==> src/rtl/dmem_arbiter.sv <==
// Two-master round-robin arbiter for the single-port data memory.
// Grants are combinational, so the memory access happens in the grant cycle.
// Read data is registered and returned one cycle later.
// An optional bounded lock keeps the grant with one master for multi-beat sequences.
module dmem_arbiter #(
   parameter int unsigned LOCK_MAX = 8,
   parameter int unsigned AW       = 32
) (
   input  logic          clk,
   input  logic          rst,
   input  logic          m0_req,
   input  logic          m0_lock,
   input  logic [AW-1:0] m0_addr,
   input  logic [31:0]   m0_wdata,
   input  logic          m0_we,
   input  logic          m0_byte,
   output logic          m0_gnt,
   output logic          m0_rvalid,
   output logic [31:0]   m0_rdata,
   input  logic          m1_req,
   input  logic          m1_lock,
   input  logic [AW-1:0] m1_addr,
   input  logic [31:0]   m1_wdata,
   input  logic          m1_we,
   input  logic          m1_byte,
   output logic          m1_gnt,
   output logic          m1_rvalid,
   output logic [31:0]   m1_rdata,
   output logic [AW-1:0] mem_addr,
   output logic [31:0]   mem_wdata,
   output logic [1:0]    mem_memwrite,
   input  logic [31:0]   mem_rdata
);

   localparam int unsigned CW      = $clog2(LOCK_MAX + 1);
   localparam bit          LOCK_EN = (LOCK_MAX > 1);

   typedef enum logic [1:0] {IDLE, LOCK0, LOCK1} state_t;

   state_t        state_q, state_d;
   logic          last_q, last_d;
   logic [CW-1:0] cnt_q, cnt_d;
   logic          rvalid0_q, rvalid0_d;
   logic          rvalid1_q, rvalid1_d;
   logic [31:0]   rdata0_q, rdata0_d;
   logic [31:0]   rdata1_q, rdata1_d;

   // State, round-robin history, lock counter and read-response registers
   always_ff @(posedge clk) begin
      if (rst) begin
         state_q   <= IDLE;
         last_q    <= 1'b1;
         cnt_q     <= '0;
         rvalid0_q <= 1'b0;
         rvalid1_q <= 1'b0;
         rdata0_q  <= '0;
         rdata1_q  <= '0;
      end else begin
         state_q   <= state_d;
         last_q    <= last_d;
         cnt_q     <= cnt_d;
         rvalid0_q <= rvalid0_d;
         rvalid1_q <= rvalid1_d;
         rdata0_q  <= rdata0_d;
         rdata1_q  <= rdata1_d;
      end
   end

   // Next state: pick the IDLE winner, enter/hold/release the lock
   always_comb begin
      state_d = state_q;
      last_d  = last_q;
      cnt_d   = cnt_q;
      case (state_q)
         IDLE: begin
            if (m0_gnt) begin
               last_d = 1'b0;
               if (m0_lock && LOCK_EN) begin
                  state_d = LOCK0;
                  cnt_d   = CW'(1);
               end
            end else if (m1_gnt) begin
               last_d = 1'b1;
               if (m1_lock && LOCK_EN) begin
                  state_d = LOCK1;
                  cnt_d   = CW'(1);
               end
            end
         end
         LOCK0: begin
            if (!m0_req) begin
               state_d = IDLE;
               cnt_d   = '0;
            end else begin
               last_d = 1'b0;
               cnt_d  = cnt_q + CW'(1);
               if (!m0_lock || (cnt_q >= CW'(LOCK_MAX - 1))) begin
                  state_d = IDLE;
                  cnt_d   = '0;
               end
            end
         end
         LOCK1: begin
            if (!m1_req) begin
               state_d = IDLE;
               cnt_d   = '0;
            end else begin
               last_d = 1'b1;
               cnt_d  = cnt_q + CW'(1);
               if (!m1_lock || (cnt_q >= CW'(LOCK_MAX - 1))) begin
                  state_d = IDLE;
                  cnt_d   = '0;
               end
            end
         end
         default: begin
            state_d = IDLE;
            cnt_d   = '0;
         end
      endcase
   end

   // Outputs: grants, memory mux and read-response capture
   always_comb begin
      m0_gnt = 1'b0;
      m1_gnt = 1'b0;
      case (state_q)
         IDLE: begin
            if (m0_req && (!m1_req || last_q)) m0_gnt = 1'b1;
            else if (m1_req)                   m1_gnt = 1'b1;
         end
         LOCK0:   m0_gnt = m0_req;
         LOCK1:   m1_gnt = m1_req;
         default: ;
      endcase

      mem_addr     = '0;
      mem_wdata    = '0;
      mem_memwrite = 2'b00;
      if (m0_gnt) begin
         mem_addr     = m0_addr;
         mem_wdata    = m0_wdata;
         mem_memwrite = {m0_byte, m0_we};
      end else if (m1_gnt) begin
         mem_addr     = m1_addr;
         mem_wdata    = m1_wdata;
         mem_memwrite = {m1_byte, m1_we};
      end

      rvalid0_d = m0_gnt && !m0_we;
      rvalid1_d = m1_gnt && !m1_we;
      rdata0_d  = rvalid0_d ? mem_rdata : rdata0_q;
      rdata1_d  = rvalid1_d ? mem_rdata : rdata1_q;

      m0_rvalid = rvalid0_q;
      m1_rvalid = rvalid1_q;
      m0_rdata  = rdata0_q;
      m1_rdata  = rdata1_q;
   end

endmodule
==> config.mk <==
export PLATFORM = sky130hd
export DESIGN_NAME = dmem_arbiter
export DESIGN_NICKNAME = d
export VERILOG_FILES = /design/src/rtl/dmem_arbiter.sv
export SDC_FILE = /design/constraint.sdc
export NUM_CORES = 1
export LEC_CHECK = 0
export BUFFER_PORTS_ARGS = -buffer_cell sky130_fd_sc_hd__buf_2
export CAP_MARGIN = 20
export CORE_ASPECT_RATIO = 1.75
export CORE_MARGIN = 8
export CORE_UTILIZATION = 35
export CTS_CLUSTER_DIAMETER = 120
export DETAILED_ROUTE_END_ITERATION = 12
export PLACE_DENSITY = 0.76
export SLEW_MARGIN = 5
export SYNTH_ARGS = -nofsm -noshare
export SYNTH_HDL_FRONTEND = slang
export SYNTH_SLANG_ARGS = --single-unit
==> constraint.sdc <==
create_clock -name clk -period 1.8 [get_ports clk]
set_input_delay 0.18 -clock clk [delete_from_list [all_inputs] [get_ports clk]]
set_output_delay 0.18 -clock clk [all_outputs]
set_load 0.005 [all_outputs]
=== Word-level counts from Yosys, hierarchy flattened ===
Index checks and enable logic that the tools add are counted.

* $lt $le $gt $ge: 1
* Equality and inequality tests: 9
* Add/subtract/negate cells: 1
* Muxes and demuxes: 34
* Reduce and logical (&&, ||, !) cells: 16

{| class="wikitable"
|+ Operators with widths
! cell !! number
|-
| 32-bit two-way mux || 4
|-
| 4-bit two-way mux || 8
|-
| 2-bit two-way mux || 10
|-
| 3-bit != test (second input constant) || 5
|-
| 4-bit one-hot mux with 3 select lines || 1
|-
| 1-bit two-way mux || 7
|-
| 2-bit one-hot mux with 3 select lines || 1
|-
| 1-bit logical NOT || 5
|-
| 5-bit AND reduction || 1
|-
| 4-bit by 1-bit adder with 4-bit output (second input constant) || 1
|-
| 4-bit by 3-bit >= comparator with 1-bit output (second input constant) || 1
|-
| 2-bit != test (second input constant) || 2
|-
| 1-bit one-hot mux with 2 select lines || 2
|-
| 4-bit AND reduction || 1
|-
| 1-bit logical AND || 3
|-
| 1-bit logical OR || 3
|-
| 1-bit one-hot mux with 3 select lines || 1
|-
| 3-bit AND reduction || 1
|-
| 3-bit nonzero test || 1
|-
| 2-bit by 1-bit equality test with 1-bit output (second input constant) || 1
|-
| 2-bit equality test (second input constant) || 1
|-
| 2-bit logical NOT || 1
|}

* Register bits: 73
* Word-level logic and storage cells: 68
* Output and inout port bits: 134

=== Depth between registers and ports, before layout ===
* Depth in word-level cells: 8
* Mapped depth: 8

=== Worst setup path before layout ===
No wires, ideal clock.

* Kind: register -> output
* From: reg state_q[0]
* To: out mem_addr[0]
* Path slack: -87 ps
* Buffers on the path: 2
* Required time: 1,620 ps
* Stages on the path, launching flop included: 9
* Data arrival time: 1,707 ps
* Cells stage by stage: dfxtp_1 > inv_1 > ha_1 > a21boi_1 > o21a_1 > a21boi_1 > buf_4 > buf_4 > a22o_1

* Word-level cells in the longest chain between the ends: 4
* Elaborated cells on any way between the ends: 7

{| class="wikitable"
|+ Ends and longest elaborated chain
! what !! RTL line !! text
|-
| start: declaration || 40 || <nowiki>state_t state_q, state_d;</nowiki>
|-
| start signal: assignment || 59 || <nowiki>state_q <= state_d;</nowiki>
|-
| 2-bit equality test / 2-bit logical NOT (equally long branches) || 127 || <nowiki>case (state_q)</nowiki>
|-
| 1-bit one-hot mux with 2 select lines * || 127 ||
|-
| net m1_gnt || 26 || <nowiki>output logic m1_gnt,</nowiki>
|-
| 32-bit two-way mux * || 144 || <nowiki>end else if (m1_gnt) begin</nowiki>
|-
| 32-bit two-way mux * || 140 || <nowiki>if (m0_gnt) begin</nowiki>
|-
| end: declaration || 29 || <nowiki>output logic [AW-1:0] mem_addr,</nowiki>
|}

Mark *: on every way through the listed nets, which the timed path passes. The rest lies on a longest branch.

=== Worst setup path in the final report ===
* From: reg state_q[0]
* To: out mem_wdata[21]

* Word-level cells in the longest chain between the ends: 4
* Elaborated cells on any way between the ends: 7

{| class="wikitable"
|+ Ends and longest elaborated chain
! what !! RTL line !! text
|-
| 2-bit equality test / 2-bit logical NOT (equally long branches) || 127 ||
|-
| 1-bit one-hot mux with 2 select lines || 127 ||
|-
| 32-bit two-way mux || 144 ||
|-
| 32-bit two-way mux * || 140 ||
|-
| end: declaration || 30 || <nowiki>output logic [31:0] mem_wdata,</nowiki>
|}

Every way passes the cells marked *; elsewhere a longest branch is shown, timed or not.

==> results.json <==
{
  "fin_crit_ns": 2.289,
  "hold_viol_final": 0,
  "slew_headroom": 0.6337,
  "synth_ff_type": "dfxtp_1",
  "syn_avg_cell_area_um2": 8.375,
  "htree_num_levels": 3,
  "numPortBuffers": 303,
  "max_stage_delay_ns": 0.36,
  "tritoncts": "yes",
  "totalWireLength_mm": 24.53,
  "grt_antenna_before_repair": 11,
  "min_to": "m1_rdata[17]",
  "ys_top_cells_by_count": "dfxtp_1, a21oi_1, a22o_1, nand2_1, clkbuf_1",
  "stdcell_area_um2": 6924,
  "path_delay_family": "compound AO/OA/AOI/OAI gates",
  "layout-drive-gt1-share": 0.6028,
  "synth_fa_ha_area_frac": 0.02019,
  "hp-start": "mem_rdata[17]",
  "hold_ws_ns": 0.1113,
  "total_power_mw": 6.674,
  "grt_pass1_wl_mm": 33.17,
  "ys_ff_latch": 73,
  "yosys.area.top_type": "dfxtp_1",
  "drv_cap": 0,
  "cts_made_buffers": 9,
  "grt_pass1_vias": 5614,
  "synth_top_area_frac": 0.3930,
  "setup-violations-final": 106,
  "ys_seq_area_frac": 0.3930,
  "reg2reg_depth": 9,
  "dp_hpwl_mm": 17.37,
  "core_um2": 10510,
  "combPwrFrac": 0.439,
  "cts_buffer_depth": 2,
  "utilization": 0.6588,
  "drt-initial-drc-count": 465,
  "setup-tns-final_ns": -34.20,
  "synth-simple-area-share": 0.1517,
  "cp_max_fo": 11,
  "swShare": 0.3319,
  "cp-end-kind": "output pin",
  "period_share": 1.271,
  "nets": 945,
  "fp-row-count": 50,
  "ir_drop_v": 0.0008703,
  "worstMarginPinSlew_ns": 0.5494,
  "post_drt_wl_per_cell_um": 26.98,
  "start_util": 0.3538,
  "p_sw_mw": 2.215,
  "synthCells": 444,
  "hold_buffers": 0,
  "pwr-share-seq": 0.273,
  "startpoint_type": "register",
  "p_per_area_nw_per_um2": 963.8,
  "die_x_um": 93.92,
  "grt_max_degree": 42,
  "rsz0062_at_grt": "yes",
  "fin_ws_ns": -0.4887,
  "r2r_setup_slack_ns": -0.32,
  "overflow": 0,
  "cp.buffers_inverters": 4,
  "criticalPathCategory": "reg -> out",
  "die_h_um": 152.4,
  "dieArea_um2": 14310,
  "synthMuxAreaShare": 0,
  "cp_data_arrival_time_ns": 2.11,
  "synthXorXnorAreaFrac": 0,
  "leakage_nw": 3.354,
  "clk_pin_slew_ns": 0.06,
  "slew_violations": 0,
  "area_growth_pct": 86.20,
  "violations": "negative setup slack",
  "cp_common_cell": "a21boi_4",
  "post_dp_cell_area_um2": 5519,
  "yosys.cell_count.top_type": "dfxtp_1",
  "synth_async_sr_flop_share": 0,
  "ys_warn_count": 0,
  "synth_top_family_by_area": "compound AO/OA/AOI/OAI gates",
  "pwr-share-clk": 0.288,
  "synth_area_um2": 3719,
  "cts_sinks": 73,
  "hold_class": "in -> reg",
  "cp_slowest_cell": "dfxtp_4",
  "synth_nets": 620,
  "cts-root-buf": "clkbuf_16",
  "skew_ns": 0.003283,
  "synth_compound_area_frac": 0.3674,
  "clk_latency_ns": 0.33,
  "ios": 304,
  "ys_types": 47,
  "r2r-start": "state_q[0]",
  "internal-power_mw": 4.459,
  "r2r_end": "cnt_q[0]",
  "grt_use_total": 0.3102,
  "ant_nets": 0,
  "status": "finished, violations left",
  "synth_edf_count": 0,
  "cp_cell_sequence": "inv_4 -> ha_4 -> a21boi_4 -> o21a_1 -> a21boi_4 -> buf_8 -> buf_16 -> a22o_1 -> buf_2",
  "crit_required_ns": 1.62,
  "place.gp.congestion": 0.9588,
  "synthTopCellsByArea": "dfxtp_1, a22o_1, a21oi_1",
  "max_clock_freq_ghz": 0.4369,
  "firstDrtPassIters": 5,
  "remaining_drc_errors": 0,
  "vias_per_cell": 6.033,
  "route.vias.total": 5484,
  "whs_path_depth": 3
}
[registers in the layout, summed over array words and instances, names as in the netlist]
name and flops:
cnt_q 4, m0_rdata 32, last_q 1, m1_rdata 32, m0_rvalid 1, m1_rvalid 1, state_q 2
[what timing repair did]
action                                  4_1_cts  5_1_grt
buffers inserted                             13        4
pin swaps                                    16       33
cloned                                        7        6
gates resized for setup                      68       81
endpoints found under the setup margin       90      128
[worst max path at each step]
stage                      end  cells past startpoint  startpoint  slack, ns
6_report         mem_wdata[21]                      9  state_q[0]      -0.49
5_1_grt          mem_wdata[21]                      9  state_q[0]      -0.54
4_1_cts           mem_addr[27]                      9  state_q[0]      -0.40
3_5_place_dp   mem_memwrite[1]                      8  state_q[0]      -0.22
3_3_place_gp   mem_memwrite[1]                      8  state_q[1]      -0.20
2_1_floorplan      mem_addr[0]                      8  state_q[0]      0.006
[cell usage in the layout (no fill, tap or decap), types with 2 or more instances in the layout]
cell type / instances
a22o_4: 17
nand2_4: 7
a21oi_2: 30
bufinv_16: 2
buf_8: 3
diode_2: 6
a21boi_4: 2
buf_6: 30
dfxtp_2: 2
buf_16: 7
a22o_1: 49
ha_4: 3
clkbuf_16: 13
nand2b_1: 2
dfxtp_1: 70
nand4_1: 32
nand2_2: 15
nand2_1: 44
o21ai_1: 2
ha_1: 3
o31ai_1: 32
buf_4: 28
clkinv_2: 2
buf_2: 283
nand3_1: 4
nor2b_1: 2
buf_12: 9
inv_4: 2
a21oi_1: 37
a31oi_1: 2
inv_1: 5
a41o_1: 2
[power groups by stage]
stage	logic [mW]	registers (mW)	clock network, mW
6_report	2.93	1.82	1.92
5_1_grt	3.07	1.83	2.00
4_1_cts	2.63	1.81	1.93
3_5_place_dp	2.02	1.83	0
3_3_place_gp	2.00	1.83	0
2_1_floorplan	0.979	1.84	0
[metrics by stage]
stage	setup slack (ns)	cells
after floorplan	0.005820	444
after global placement	-0.2004	860
after detailed placement	-0.2249	860
after CTS	-0.4044	895
after global routing	-0.5361	905
final	-0.4887	909
[cell type report]
cell class | count | area [µm²]
clock inverter | 5 | 78.83
fill | 829 | 3586
timing repair buffer | 364 | 2482
tap | 130 | 162.7
inverter | 8 | 35.03
multi-input combinational | 313 | 2444
sequential | 73 | 1468
antenna | 6 | 15.01
clock buffer | 10 | 239.0
[layer usage]
metal | GRT usage | part of all wire | up-vias
li1 | - | - | 2350
met1 | 0.3117 | 0.32 | 2587
met2 | 0.4884 | 0.45 | 437
met3 | 0.1840 | 0.16 | 96
met4 | 0.1589 | 0.059 | 14
met5 | 0 | 0.0034 | -
[cells by family (layout without fill, tap and decap cells)]
logic type	after synthesis	after routing
other	0	6
AOI/OAI and AO/OA	190	190
buffers and inverters	58	387
and+or+nand+nor	117	117
DFF	73	73
adders and majority gates	6	6
[worst reg2reg max path, stage by stage (launching register included)]
cell	delay, ns
dfxtp_4	0.36
buf_12	0.12
ha_4	0.16
buf_4	0.14
buf_4	0.13
or3b_1	0.38
a32oi_2	0.33
buf_4	0.18
nand3_1	0.07
a31oi_1	0.16
(Power assumes the default switching activity.)
